--- src/rtl/mux_rr_sched_pkg.sv ---
// mux_rr_sched_pkg: shared constants for the two-lane round-robin scheduler.
//   DEF_DATA_W / DEF_FIFO_DEPTH : default byte width and per-lane FIFO depth
//   DEF_PTR_W / DEF_CNT_W       : pointer and occupancy-count widths for the defaults
//   IDLE / SEND0 / SEND1        : grant FSM encodings (lane loaded into the output register)
package mux_rr_sched_pkg;

    localparam int DEF_DATA_W     = 8;
    localparam int DEF_FIFO_DEPTH = 4;
    localparam int DEF_PTR_W      = $clog2(DEF_FIFO_DEPTH);
    localparam int DEF_CNT_W      = DEF_PTR_W + 1;

    localparam logic [1:0] IDLE  = 2'd0;
    localparam logic [1:0] SEND0 = 2'd1;
    localparam logic [1:0] SEND1 = 2'd2;

endpackage

--- src/rtl/mux_rr_sched_if.sv ---
// mux_rr_sched_if: lane write strobes, downstream handshake and status flags
// of the scheduler.
//   master : upstream/downstream side (drives lane bytes, strobes, ready_out)
//   slave  : scheduler side (drives data_out, valid_out, lane_out, full*, overflow*)
interface mux_rr_sched_if
    import mux_rr_sched_pkg::*;
#(
    parameter int DATA_W = DEF_DATA_W
);
    logic [DATA_W-1:0] data_in0;
    logic              valid_in0;
    logic [DATA_W-1:0] data_in1;
    logic              valid_in1;
    logic              ready_out;
    logic [DATA_W-1:0] data_out;
    logic              valid_out;
    logic              lane_out;
    logic              full0;
    logic              full1;
    logic              overflow0;
    logic              overflow1;

    modport master (
        output data_in0, valid_in0, data_in1, valid_in1, ready_out,
        input  data_out, valid_out, lane_out, full0, full1, overflow0, overflow1
    );

    modport slave (
        input  data_in0, valid_in0, data_in1, valid_in1, ready_out,
        output data_out, valid_out, lane_out, full0, full1, overflow0, overflow1
    );
endinterface

--- src/rtl/mux_rr_sched_fifo.sv ---
// sched_fifo: single-clock lane FIFO for the round-robin scheduler.
//   clk, rst_n : clock and synchronous active-low reset (flushes pointers/count)
//   push, din  : write request; accepted when not full, or when popped the same edge
//   pop        : read request; ignored when empty
//   dout       : head entry (combinational from storage, so no write-to-read bypass)
//   count      : occupancy 0..DEPTH
//   full/empty : occupancy flags
module sched_fifo #(
    parameter int DATA_W = 8,
    parameter int DEPTH  = 4,
    parameter int PTR_W  = $clog2(DEPTH),
    parameter int CNT_W  = PTR_W + 1
) (
    input  logic              clk,
    input  logic              rst_n,
    input  logic              push,
    input  logic              pop,
    input  logic [DATA_W-1:0] din,
    output logic [DATA_W-1:0] dout,
    output logic [CNT_W-1:0]  count,
    output logic              full,
    output logic              empty
);
    logic [DEPTH-1:0][DATA_W-1:0] mem;
    logic [PTR_W-1:0]             wr_ptr;
    logic [PTR_W-1:0]             rd_ptr;
    logic                         wr_en;
    logic                         rd_en;

    assign full  = (count == CNT_W'(DEPTH));
    assign empty = (count == '0);
    assign rd_en = pop && !empty;
    // A full FIFO can still take a byte when its head leaves on the same edge.
    assign wr_en = push && (!full || rd_en);
    assign dout  = mem[rd_ptr];

    always_ff @(posedge clk) begin
        if (wr_en)
            mem[wr_ptr] <= din;
    end

    always_ff @(posedge clk) begin
        if (!rst_n) begin
            wr_ptr <= '0;
            rd_ptr <= '0;
            count  <= '0;
        end else begin
            if (wr_en)
                wr_ptr <= wr_ptr + 1'b1;
            if (rd_en)
                rd_ptr <= rd_ptr + 1'b1;
            case ({wr_en, rd_en})
                2'b10:   count <= count + 1'b1;
                2'b01:   count <= count - 1'b1;
                default: count <= count;
            endcase
        end
    end
endmodule

--- src/rtl/mux_rr_sched.sv ---
// mux_rr_sched: two-lane round-robin scheduler feeding the PHY TX 2:1 byte mux.
// Each lane is buffered in a sched_fifo; a grant FSM moves one byte per cycle
// into a registered output under valid/ready.
//   f2       : clock, rising edge
//   reset_L  : synchronous active-low reset (flushes FIFOs, output, priority, flags)
//   bus      : mux_rr_sched_if.slave (lane writes, ready_out, data/valid/lane_out,
//              full0/1, sticky overflow0/1)
//   tx_cnt0/1: per-lane transfer counters, present only when the macro
//              MUX_RR_SCHED_STATS_EN is defined
module mux_rr_sched
    import mux_rr_sched_pkg::*;
#(
    parameter int DATA_W     = DEF_DATA_W,
    parameter int FIFO_DEPTH = DEF_FIFO_DEPTH
) (
    input  logic                f2,
    input  logic                reset_L,
    mux_rr_sched_if.slave       bus
`ifdef MUX_RR_SCHED_STATS_EN
    ,
    output logic [15:0]         tx_cnt0,
    output logic [15:0]         tx_cnt1
`endif
);
    localparam int PTR_W = $clog2(FIFO_DEPTH);
    localparam int CNT_W = PTR_W + 1;

    logic [1:0][DATA_W-1:0] lane_din;
    logic [1:0][DATA_W-1:0] lane_dout;
    logic [1:0][CNT_W-1:0]  lane_cnt;
    logic [1:0]             lane_push;
    logic [1:0]             lane_pop;
    logic [1:0]             lane_full;
    logic [1:0]             lane_empty;
    logic [1:0]             lane_drop;

    logic [1:0]             state;
    logic [1:0]             state_nxt;
    logic                   prio;
    logic                   prio_nxt;
    logic [DATA_W-1:0]      data_q;
    logic [1:0]             ovf_q;
    logic                   load;
    logic                   gnt_vld;
    logic                   gnt_lane;

    assign lane_din  = {bus.data_in1, bus.data_in0};
    assign lane_push = {bus.valid_in1, bus.valid_in0};

    for (genvar i = 0; i < 2; i++) begin : g_lane
        sched_fifo #(
            .DATA_W (DATA_W),
            .DEPTH  (FIFO_DEPTH),
            .PTR_W  (PTR_W),
            .CNT_W  (CNT_W)
        ) u_fifo (
            .clk   (f2),
            .rst_n (reset_L),
            .push  (lane_push[i]),
            .pop   (lane_pop[i]),
            .din   (lane_din[i]),
            .dout  (lane_dout[i]),
            .count (lane_cnt[i]),
            .full  (lane_full[i]),
            .empty (lane_empty[i])
        );
        assign lane_pop[i]  = gnt_vld && (gnt_lane == 1'(i));
        assign lane_drop[i] = lane_push[i] && lane_full[i] && !lane_pop[i];
    end

    // The state register is the source of valid_out/lane_out: it names the
    // lane whose byte currently sits in the output register.
    assign bus.valid_out = (state != IDLE);
    assign bus.lane_out  = (state == SEND1);
    assign bus.data_out  = data_q;
    assign bus.full0     = (lane_cnt[0] == CNT_W'(FIFO_DEPTH));
    assign bus.full1     = (lane_cnt[1] == CNT_W'(FIFO_DEPTH));
    assign bus.overflow0 = ovf_q[0];
    assign bus.overflow1 = ovf_q[1];

    assign load = (state == IDLE) || bus.ready_out;

    // Contended grant goes to prio and flips it; a lone requester is granted
    // and prio moves to the other lane so it wins the next contention.
    always_comb begin
        gnt_vld   = 1'b0;
        gnt_lane  = 1'b0;
        prio_nxt  = prio;
        state_nxt = state;
        if (load) begin
            if (!lane_empty[0] && !lane_empty[1]) begin
                gnt_vld  = 1'b1;
                gnt_lane = prio;
                prio_nxt = ~prio;
            end else if (!lane_empty[0]) begin
                gnt_vld  = 1'b1;
                gnt_lane = 1'b0;
                prio_nxt = 1'b1;
            end else if (!lane_empty[1]) begin
                gnt_vld  = 1'b1;
                gnt_lane = 1'b1;
                prio_nxt = 1'b0;
            end
            if (gnt_vld)
                state_nxt = gnt_lane ? SEND1 : SEND0;
            else
                state_nxt = IDLE;
        end
    end

    always_ff @(posedge f2) begin
        if (!reset_L) begin
            state  <= IDLE;
            prio   <= 1'b0;
            data_q <= '0;
            ovf_q  <= '0;
        end else begin
            state <= state_nxt;
            prio  <= prio_nxt;
            ovf_q <= ovf_q | lane_drop;
            if (gnt_vld)
                data_q <= lane_dout[gnt_lane];
        end
    end

`ifdef MUX_RR_SCHED_STATS_EN
    always_ff @(posedge f2) begin
        if (!reset_L) begin
            tx_cnt0 <= '0;
            tx_cnt1 <= '0;
        end else if (bus.valid_out && bus.ready_out) begin
            if (bus.lane_out)
                tx_cnt1 <= tx_cnt1 + 16'd1;
            else
                tx_cnt0 <= tx_cnt0 + 16'd1;
        end
    end
`endif
endmodule

--- src/flat_wrapper.sv ---
// flat-port wrapper written by rule: the top's interface ports become plain ports
module mux_rr_sched_flat import mux_rr_sched_pkg::*;
#(
    parameter int DATA_W     = DEF_DATA_W,
    parameter int FIFO_DEPTH = DEF_FIFO_DEPTH
)
  (f2, reset_L, bus_data_in0, bus_valid_in0, bus_data_in1, bus_valid_in1, bus_ready_out, bus_data_out, bus_valid_out, bus_lane_out, bus_full0, bus_full1, bus_overflow0, bus_overflow1);
  mux_rr_sched_if #(.DATA_W(DATA_W)) bus_i ();
  input  logic f2;
  input  logic reset_L;
  input wire logic [$bits(bus_i.data_in0)-1:0] bus_data_in0;
  input wire logic [$bits(bus_i.valid_in0)-1:0] bus_valid_in0;
  input wire logic [$bits(bus_i.data_in1)-1:0] bus_data_in1;
  input wire logic [$bits(bus_i.valid_in1)-1:0] bus_valid_in1;
  input wire logic [$bits(bus_i.ready_out)-1:0] bus_ready_out;
  output wire logic [$bits(bus_i.data_out)-1:0] bus_data_out;
  output wire logic [$bits(bus_i.valid_out)-1:0] bus_valid_out;
  output wire logic [$bits(bus_i.lane_out)-1:0] bus_lane_out;
  output wire logic [$bits(bus_i.full0)-1:0] bus_full0;
  output wire logic [$bits(bus_i.full1)-1:0] bus_full1;
  output wire logic [$bits(bus_i.overflow0)-1:0] bus_overflow0;
  output wire logic [$bits(bus_i.overflow1)-1:0] bus_overflow1;
  assign bus_i.data_in0 = bus_data_in0;
  assign bus_i.valid_in0 = bus_valid_in0;
  assign bus_i.data_in1 = bus_data_in1;
  assign bus_i.valid_in1 = bus_valid_in1;
  assign bus_i.ready_out = bus_ready_out;
  assign bus_data_out = bus_i.data_out;
  assign bus_valid_out = bus_i.valid_out;
  assign bus_lane_out = bus_i.lane_out;
  assign bus_full0 = bus_i.full0;
  assign bus_full1 = bus_i.full1;
  assign bus_overflow0 = bus_i.overflow0;
  assign bus_overflow1 = bus_i.overflow1;
  mux_rr_sched #(.DATA_W(DATA_W), .FIFO_DEPTH(FIFO_DEPTH)) u_core (.f2(f2), .reset_L(reset_L), .bus(bus_i));
endmodule
--- config.mk ---
export PLATFORM = sky130hd
export DESIGN_NAME = mux_rr_sched_flat
export DESIGN_NICKNAME = d
export VERILOG_FILES = /design/src/rtl/mux_rr_sched_pkg.sv /design/src/rtl/mux_rr_sched_if.sv /design/src/rtl/mux_rr_sched_fifo.sv /design/src/rtl/mux_rr_sched.sv /design/src/flat_wrapper.sv
export SDC_FILE = /design/constraint.sdc
export NUM_CORES = 1
export LEC_CHECK = 0
export CAP_MARGIN = 20
export CORE_MARGIN = 4
export CORE_UTILIZATION = 50
export CTS_CLUSTER_SIZE = 14
export DETAILED_ROUTE_END_ITERATION = 8
export GPL_TIMING_DRIVEN = 0
export PLACE_DENSITY_LB_ADDON = 0.12
export SYNTH_ARGS = -nofsm -noshare
export SYNTH_HDL_FRONTEND = slang
export SYNTH_SLANG_ARGS = --single-unit
--- constraint.sdc ---
create_clock -name f2 -period 2.2 [get_ports f2]
set_input_delay 0.33 -clock f2 [delete_from_list [all_inputs] [get_ports f2]]
set_output_delay 0.33 -clock f2 [all_outputs]
set_load 0.005 [all_outputs]
# After elaboration in Yosys (flattened, before gate mapping)

Index checks and enable logic that the tools add are counted.

Bits in registers: 91
Output and inout port bits: 14
Latch bits: 0
Word-level logic and storage cells: 101
Memory bits (writable): 0
Memory bits (read-only): 0
Memories: 0

Reduce and logical (&&, ||, !) cells: 29
Shift operators: 0
Multiply operators: 0
Divide/modulo/power cells: 0
Multiplexer cells: 28
Bitwise logic cells: 3
Order comparisons: 7
Add/sub/neg operators: 8
Eq/ne operators: 8

Operators with widths:

| kind                                                        | count |
|---|---|
| bitwise mux 32 bit                                          | 2 |
| two-way mux 8 bit                                           | 6 |
| binary-select mux 8 bit (select 2 bit)                      | 2 |
| demux 8 bit (select 2 bit)                                  | 2 |
| logical AND 1 bit                                           | 13 |
| less-than comparator 2 x 3 -> 1 bit (second input constant) | 4 |
| two-way mux 1 bit                                           | 12 |
| case mux 3 bit (2 select lines)                             | 2 |
| adder 2 x 1 -> 2 bit (second input constant)                | 4 |
| adder 3 x 1 -> 3 bit (second input constant)                | 2 |
| equality test 2 bit (second input constant)                 | 3 |
| equality test 3 bit (second input constant)                 | 2 |
| logical NOT 1 bit                                           | 6 |
| logical NOT 3 bit                                           | 2 |
| nonzero test 2 bit                                          | 3 |
| subtractor 3 x 1 -> 3 bit (second input constant)           | 2 |
| equality test 2 x 1 -> 1 bit (second input constant)        | 2 |
| >= comparator 2 x 1 -> 1 bit (second input constant)        | 2 |
| two-way mux 2 bit                                           | 2 |
| logical OR 1 bit                                            | 3 |
| inequality test 3 x 2 -> 1 bit (second input constant)      | 1 |
| logical NOT 2 bit                                           | 1 |
| less-than comparator 1 x 2 -> 1 bit (second input constant) | 1 |
| NOT 1 bit                                                   | 2 |
| other kinds (2)                                             | 2 |

# Longest topological paths before layout

Word-level depth: 13
Mapped depth: 10
Depth with buffers taken out: 10

# By module

A second synthesis with hierarchy kept.

Cell total of the unflattened synthesis: 275
Area total of the unflattened synthesis: 3936.3 um^2

Modules (own cells, without submodules):

| module                               | instances | cells each | seq. area each (um^2) | area each (um^2) |
|---|---|---|---|---|
| sched_fifo (u_core.g_lane[1].u_fifo) | 1         | 106        | 1101.1                | 1677.9 |
| sched_fifo (u_core.g_lane[0].u_fifo) | 1         | 93         | 1101.1                | 1602.8 |
| mux_rr_sched                         | 1         | 76         | 260.2                 | 655.6 |

# Least setup slack after synthesis

No wires, ideal clock.

Path type: register to register
Start: register u_core.g_lane[0].u_fifo.count[0]
End: register u_core.g_lane[0].u_fifo.count[2]
Period minus slack after synthesis: 2.308 ns
Buffers on the path: 0
Arrival: 2.238 ns
Cell stages (with the launch flop): 11
Library setup time: 0.071 ns
Setup slack: -0.108 ns
Required time: 2.129 ns
Cells stage by stage: dfxtp_1 -> or3_4 -> nand3_1 -> a21boi_1 -> inv_1 -> ha_1 -> inv_1 -> fa_1 -> xor2_1 -> or3_1 -> a21oi_1

Word-level cells in the longest chain between the ends: 13

Ends and longest elaborated chain:

| element                                                                      | line                                        | RTL |
|---|---|---|
| from (decl)                                                                  | mux_rr_sched_fifo.sv:20                     | `output logic [CNT_W-1:0] count,` |
| from (signal assigned)                                                       | mux_rr_sched_fifo.sv:53                     | `2'b10: count <= count + 1'b1;` |
| from (signal assigned)                                                       | mux_rr_sched_fifo.sv:54                     | `2'b01: count <= count - 1'b1;` |
| from (signal assigned)                                                       | mux_rr_sched_fifo.sv:55                     | `default: count <= count;` |
| logical NOT 3 bit                                                            | mux_rr_sched_fifo.sv:31                     | `assign empty = (count == '0);` |
| logical NOT 1 bit                                                            | mux_rr_sched_fifo.sv:32, mux_rr_sched.sv:91 |  |
| logical AND 1 bit                                                            | mux_rr_sched.sv:91                          | `if (!lane_empty[0] && !lane_empty[1]) begin` |
| two-way mux 1 bit                                                            | mux_rr_sched.sv:91                          |  |
| two-way mux 1 bit (2 in a row)                                               | mux_rr_sched.sv:90                          | `if (load) begin` |
| NOT 1 bit                                                                    | mux_rr_sched.sv:67                          | `assign lane_pop[i] = gnt_vld && (gnt_lane == 1'(i));` |
| logical AND 1 bit                                                            | mux_rr_sched.sv:67                          |  |
| logical AND 1 bit                                                            | mux_rr_sched_fifo.sv:32                     | `assign rd_en = pop && !empty;` |
| logical OR 1 bit                                                             | mux_rr_sched_fifo.sv:34                     | `assign wr_en = push && (!full \|\| rd_en);` |
| logical AND 1 bit                                                            | mux_rr_sched_fifo.sv:34                     |  |
| equality test 2 x 1 -> 1 bit / equality test 2 bit (equally long branches)   | mux_rr_sched_fifo.sv:52                     | `case ({wr_en, rd_en})` |
| case mux 3 bit (2 select lines) / nonzero test 2 bit (equally long branches) | -                                           |  |

Several ways; a longest one is shown, not always the timed one. The select of a mux whose other input is x is not followed.
A chain may end at the register's enable or synchronous reset.

# Final worst setup path

Start: register u_core.g_lane[0].u_fifo.count[2]
End: register u_core.g_lane[0].u_fifo.count[2]

Same word-level chain as after synthesis.

==> metrics.log <==
[metrics] routed via count divided by cell count: 5.24
[metrics] net count of the mapped netlist: 268
[metrics] crit path setup slack, layout: -6.22 ps
[metrics] cell family with the largest share of critical-path delay: simple AND/OR/NAND/NOR gates
[metrics] HPWL after detailed placement: 4.75 mm
[metrics] max-slew violations: 0
[metrics] total global routing overflow: 0
[metrics] summed instance area of the synthesized netlist: 3700 µm²
[metrics] maximum number of pins on one net before global-route repair: 16
[metrics] Worst Max-Slew Pin Slew: 729 ps
[metrics] Post-Layout Cell Count: 397
[metrics] weighted congestion at the end of routability-driven global placement: 0.738
[metrics] leakage power total: 0.00159 µW
[metrics] buffer cell driving the clock tree root: clkbuf_8
[metrics] number of register bits inferred by synthesis: 91
[metrics] number of routed nets with antenna violations: 0
[metrics] total number of vias: 2081
[metrics] initial antenna violation count: 0
[metrics] headroom to the max-slew limit: 51.1%
[metrics] Final period util: 100%
[metrics] cell area power density: 1200 nW/µm²
[metrics] final net count: 325
[metrics] type of element capturing the critical path: flop
[metrics] Post-synth EDFFs: 64
[metrics] peak supply drop: 681 µV
[metrics] clock input transition at the sequential cells of the worst setup and hold paths: 90 ps
[metrics] die footprint: 8830 µm²
[metrics] part of the Yosys area used for sequential elements: 66.6%
[metrics] final wirelength: 6.96 mm
[metrics] number of primary I/O pins: 35
[metrics] CP Buf/Inv Count: 2
[metrics] Slowest cell on crit path: or3_4
[metrics] number of distinct library cells after synthesis: 40
[metrics] fin crit period: 2210 ps
[metrics] global routing usage summed across all routing layers: 17.0%
[metrics] post-detailed-route DRC marker count: 0
[metrics] Max Fclk: 0.453 GHz
[metrics] biggest fanout along the worst timing path: 5
[metrics] starting utilization of the core area: 51.2%
[metrics] layout cells sized above 1: 22.8%
[metrics] first-pass GRT wire length: 11.1 mm
[metrics] router iterations before antenna repair: 4
[metrics] Post-CTS Hold Buffers: 0
[metrics] Power, Total: 5470 µW
[metrics] most frequent cell after synthesis: edfxtp_1
[metrics] CP peak stage delay: 400 ps
[metrics] placed cell count: 369
[metrics] crit path kind: flop to flop
[metrics] Final Hold Violating Endpoints: 0
[metrics] outcome: finished with violations
[metrics] area of the core region: 7210 µm²
[metrics] number of buffers between clock root and the deepest sink: 2
[metrics] CP arrival: 2480 ps
[metrics] Req. time, crit path: 2480 ps
[metrics] type of the worst min-delay path: flop to flop
[metrics] fraction of synthesized cell area taken by the top area cell type: 52.0%
[metrics] row count: 31
[metrics] worst-path cell chain: or3_4 > nand3_4 > a21boi_4 > inv_1 > ha_2 > inv_1 > fa_2 > xor2_1 > or3_1 > a21oi_1
[metrics] antenna diode instance count: 0
[metrics] post-synthesis cell type with the largest combined area: edfxtp_1
[metrics] final std cell area, no fill: 4550 µm²
[metrics] via count of the first global-routing pass: 2168
[metrics] clk sink count: 91
[metrics] cell type with the highest occurrence count on the critical path: inv_1
[metrics] horizontal extent of the die: 94.0 µm
[metrics] Die Span Y: 94.0 µm
[metrics] main flop type after synthesis: edfxtp_1
[metrics] clk_lat worst skew: 350 ps
[metrics] synthesized area per cell: 15.7 µm²
[metrics] number of buffer cells added on primary ports: 34
[metrics] violated checks: negative setup slack
[metrics] Clock Skew: 8.31 ps
[metrics] # setup viols final: 1
[metrics] Post-Syn Instances: 236
[metrics] maximum level of the CTS H-tree: 3
[metrics] number of DRC markers after the initial detailed-route iteration: 111
[metrics] routed length per instance: 17.5 µm
[metrics] CTS tree: built
[metrics] unrepaired setup endpoints after global routing: true
[metrics] Cell Area, Placed: 4210 µm²
[metrics] Ys Warns: 0
[metrics] startpoint kind of the worst setup timing path: flop
[metrics] post-placement setup slack: -535 ps
[metrics] area growth from synthesis to final layout: 23.1%
[metrics] Synth top cells by count: edfxtp_1 (64), dfxtp_1 (27), nor2_1 (18), mux4_2 (16), inv_1 (14)
[metrics] share of flip-flops with an asynchronous set or reset after synthesis: 0%
[metrics] # Max-Cap Violations: 0
[metrics] largest cells by area after synthesis: edfxtp_1 (52%), dfxtp_1 (15%), mux4_2 (9.7%)
[metrics] TritonCTS Buffers: 9
-- sequential cells by signal, indices dropped and copies added (netlist names) --
name / cells
u_core.g_lane.u_fifo.wr_ptr: 4
u_core.ovf_q: 2
u_core.bus.data_out: 8
u_core.prio: 1
u_core.state: 2
u_core.g_lane.u_fifo.count: 6
u_core.g_lane.u_fifo.mem: 64
u_core.g_lane.u_fifo.rd_ptr: 4
-- cell type report --
| class | instances | area (µm²) |
|---|---|---|
| well taps | 99 | 124 |
| inverters | 14 | 52.6 |
| repair buffers | 46 | 430 |
| clock buffers | 12 | 145 |
| fillers | 550 | 2670 |
| multi-input cells | 122 | 1220 |
| flip-flops and latches | 91 | 2470 |
| plain buffers | 9 | 58.8 |
| clock inverters | 4 | 51.3 |
-- timing repair --
action	4_1_cts	5_1_grt
setup buffers	11	1
resized for setup	15	2
setup endpoints to repair	36	11
pin swaps	8	4
-- through the flow --
stage,hold slack (ps),setup TNS [ps],util (%)
after floorplan,429,0,-
after global placement,448,-18040,58.3
after detailed placement,459,-18630,58.3
after CTS,483,-3.40,62.9
after global routing,531,-203,63.1
final,474,-6.22,63.1
-- power breakdown --
| group | total, µW | switching, µW | internal [µW] |
|---|---|---|---|
| logic | 2050 | 969 | 1090 |
| clock network | 1120 | 562 | 558 |
| registers | 2300 | 172 | 2120 |
| total | 5470 | 1700 | 3770 |
-- worst paths after layout --
| kind | start | endpoint | slack, ps | cells after the start |
|---|---|---|---|---|
| min reg2reg | u_core.ovf_q[1] | u_core.ovf_q[1] | 470 | 2 |
| min | u_core.ovf_q[1] | u_core.ovf_q[1] | 470 | 2 |
| max reg2reg | u_core.g_lane[0].u_fifo.count[2] | u_core.g_lane[0].u_fifo.count[2] | -6 | 10 |
| max | u_core.g_lane[0].u_fifo.count[2] | u_core.g_lane[0].u_fifo.count[2] | -6 | 10 |
-- worst reg2reg max path: cells and delay by family (launching register included) --
family	cells	cell delay, ps
xor gates and xnor gates	1	150
AOI/OAI and AO/OA	2	180
DFF	1	360
and+or+nand+nor	3	820
adders and majority gates	2	510
buffers and inverters	2	120
-- placed cells by master (no fill, tap or decap), drive strengths merged, types with 6 or more instances in the layout --
cell and instances:
nand2 12, a222oi 8, dfxtp 27, nor2 18, inv 14, clkdlybuf4s50 34
edfxtp 64, and2 8, mux2i 8, clkbuf 16, a21oi 6, ha 9
mux4 16, buf 17
-- cell families (layout without fill, tap and decap cells) --
family                     after synthesis  in the layout  share of synthesized area, %
AOI/OAI and AO/OA                       27             27                          5.82
xor gates and xnor gates                 6              6                          1.42
adders and majority gates               11             11                          4.13
buffers and inverters                   23             85                          2.64
DFF                                     91             91                          66.6
muxes                                   24             24                          11.9
and+or+nand+nor                         54             54                          7.45
-- metal layers --
metal | track usage (%) | routed length [µm]
met1 | 21.5 | 3100
met2 | 28.6 | 3490
met3 | 3.13 | 269
met4 | 7.34 | 99
met5 | 0 | 0
Power figures use the tool's default switching activity.
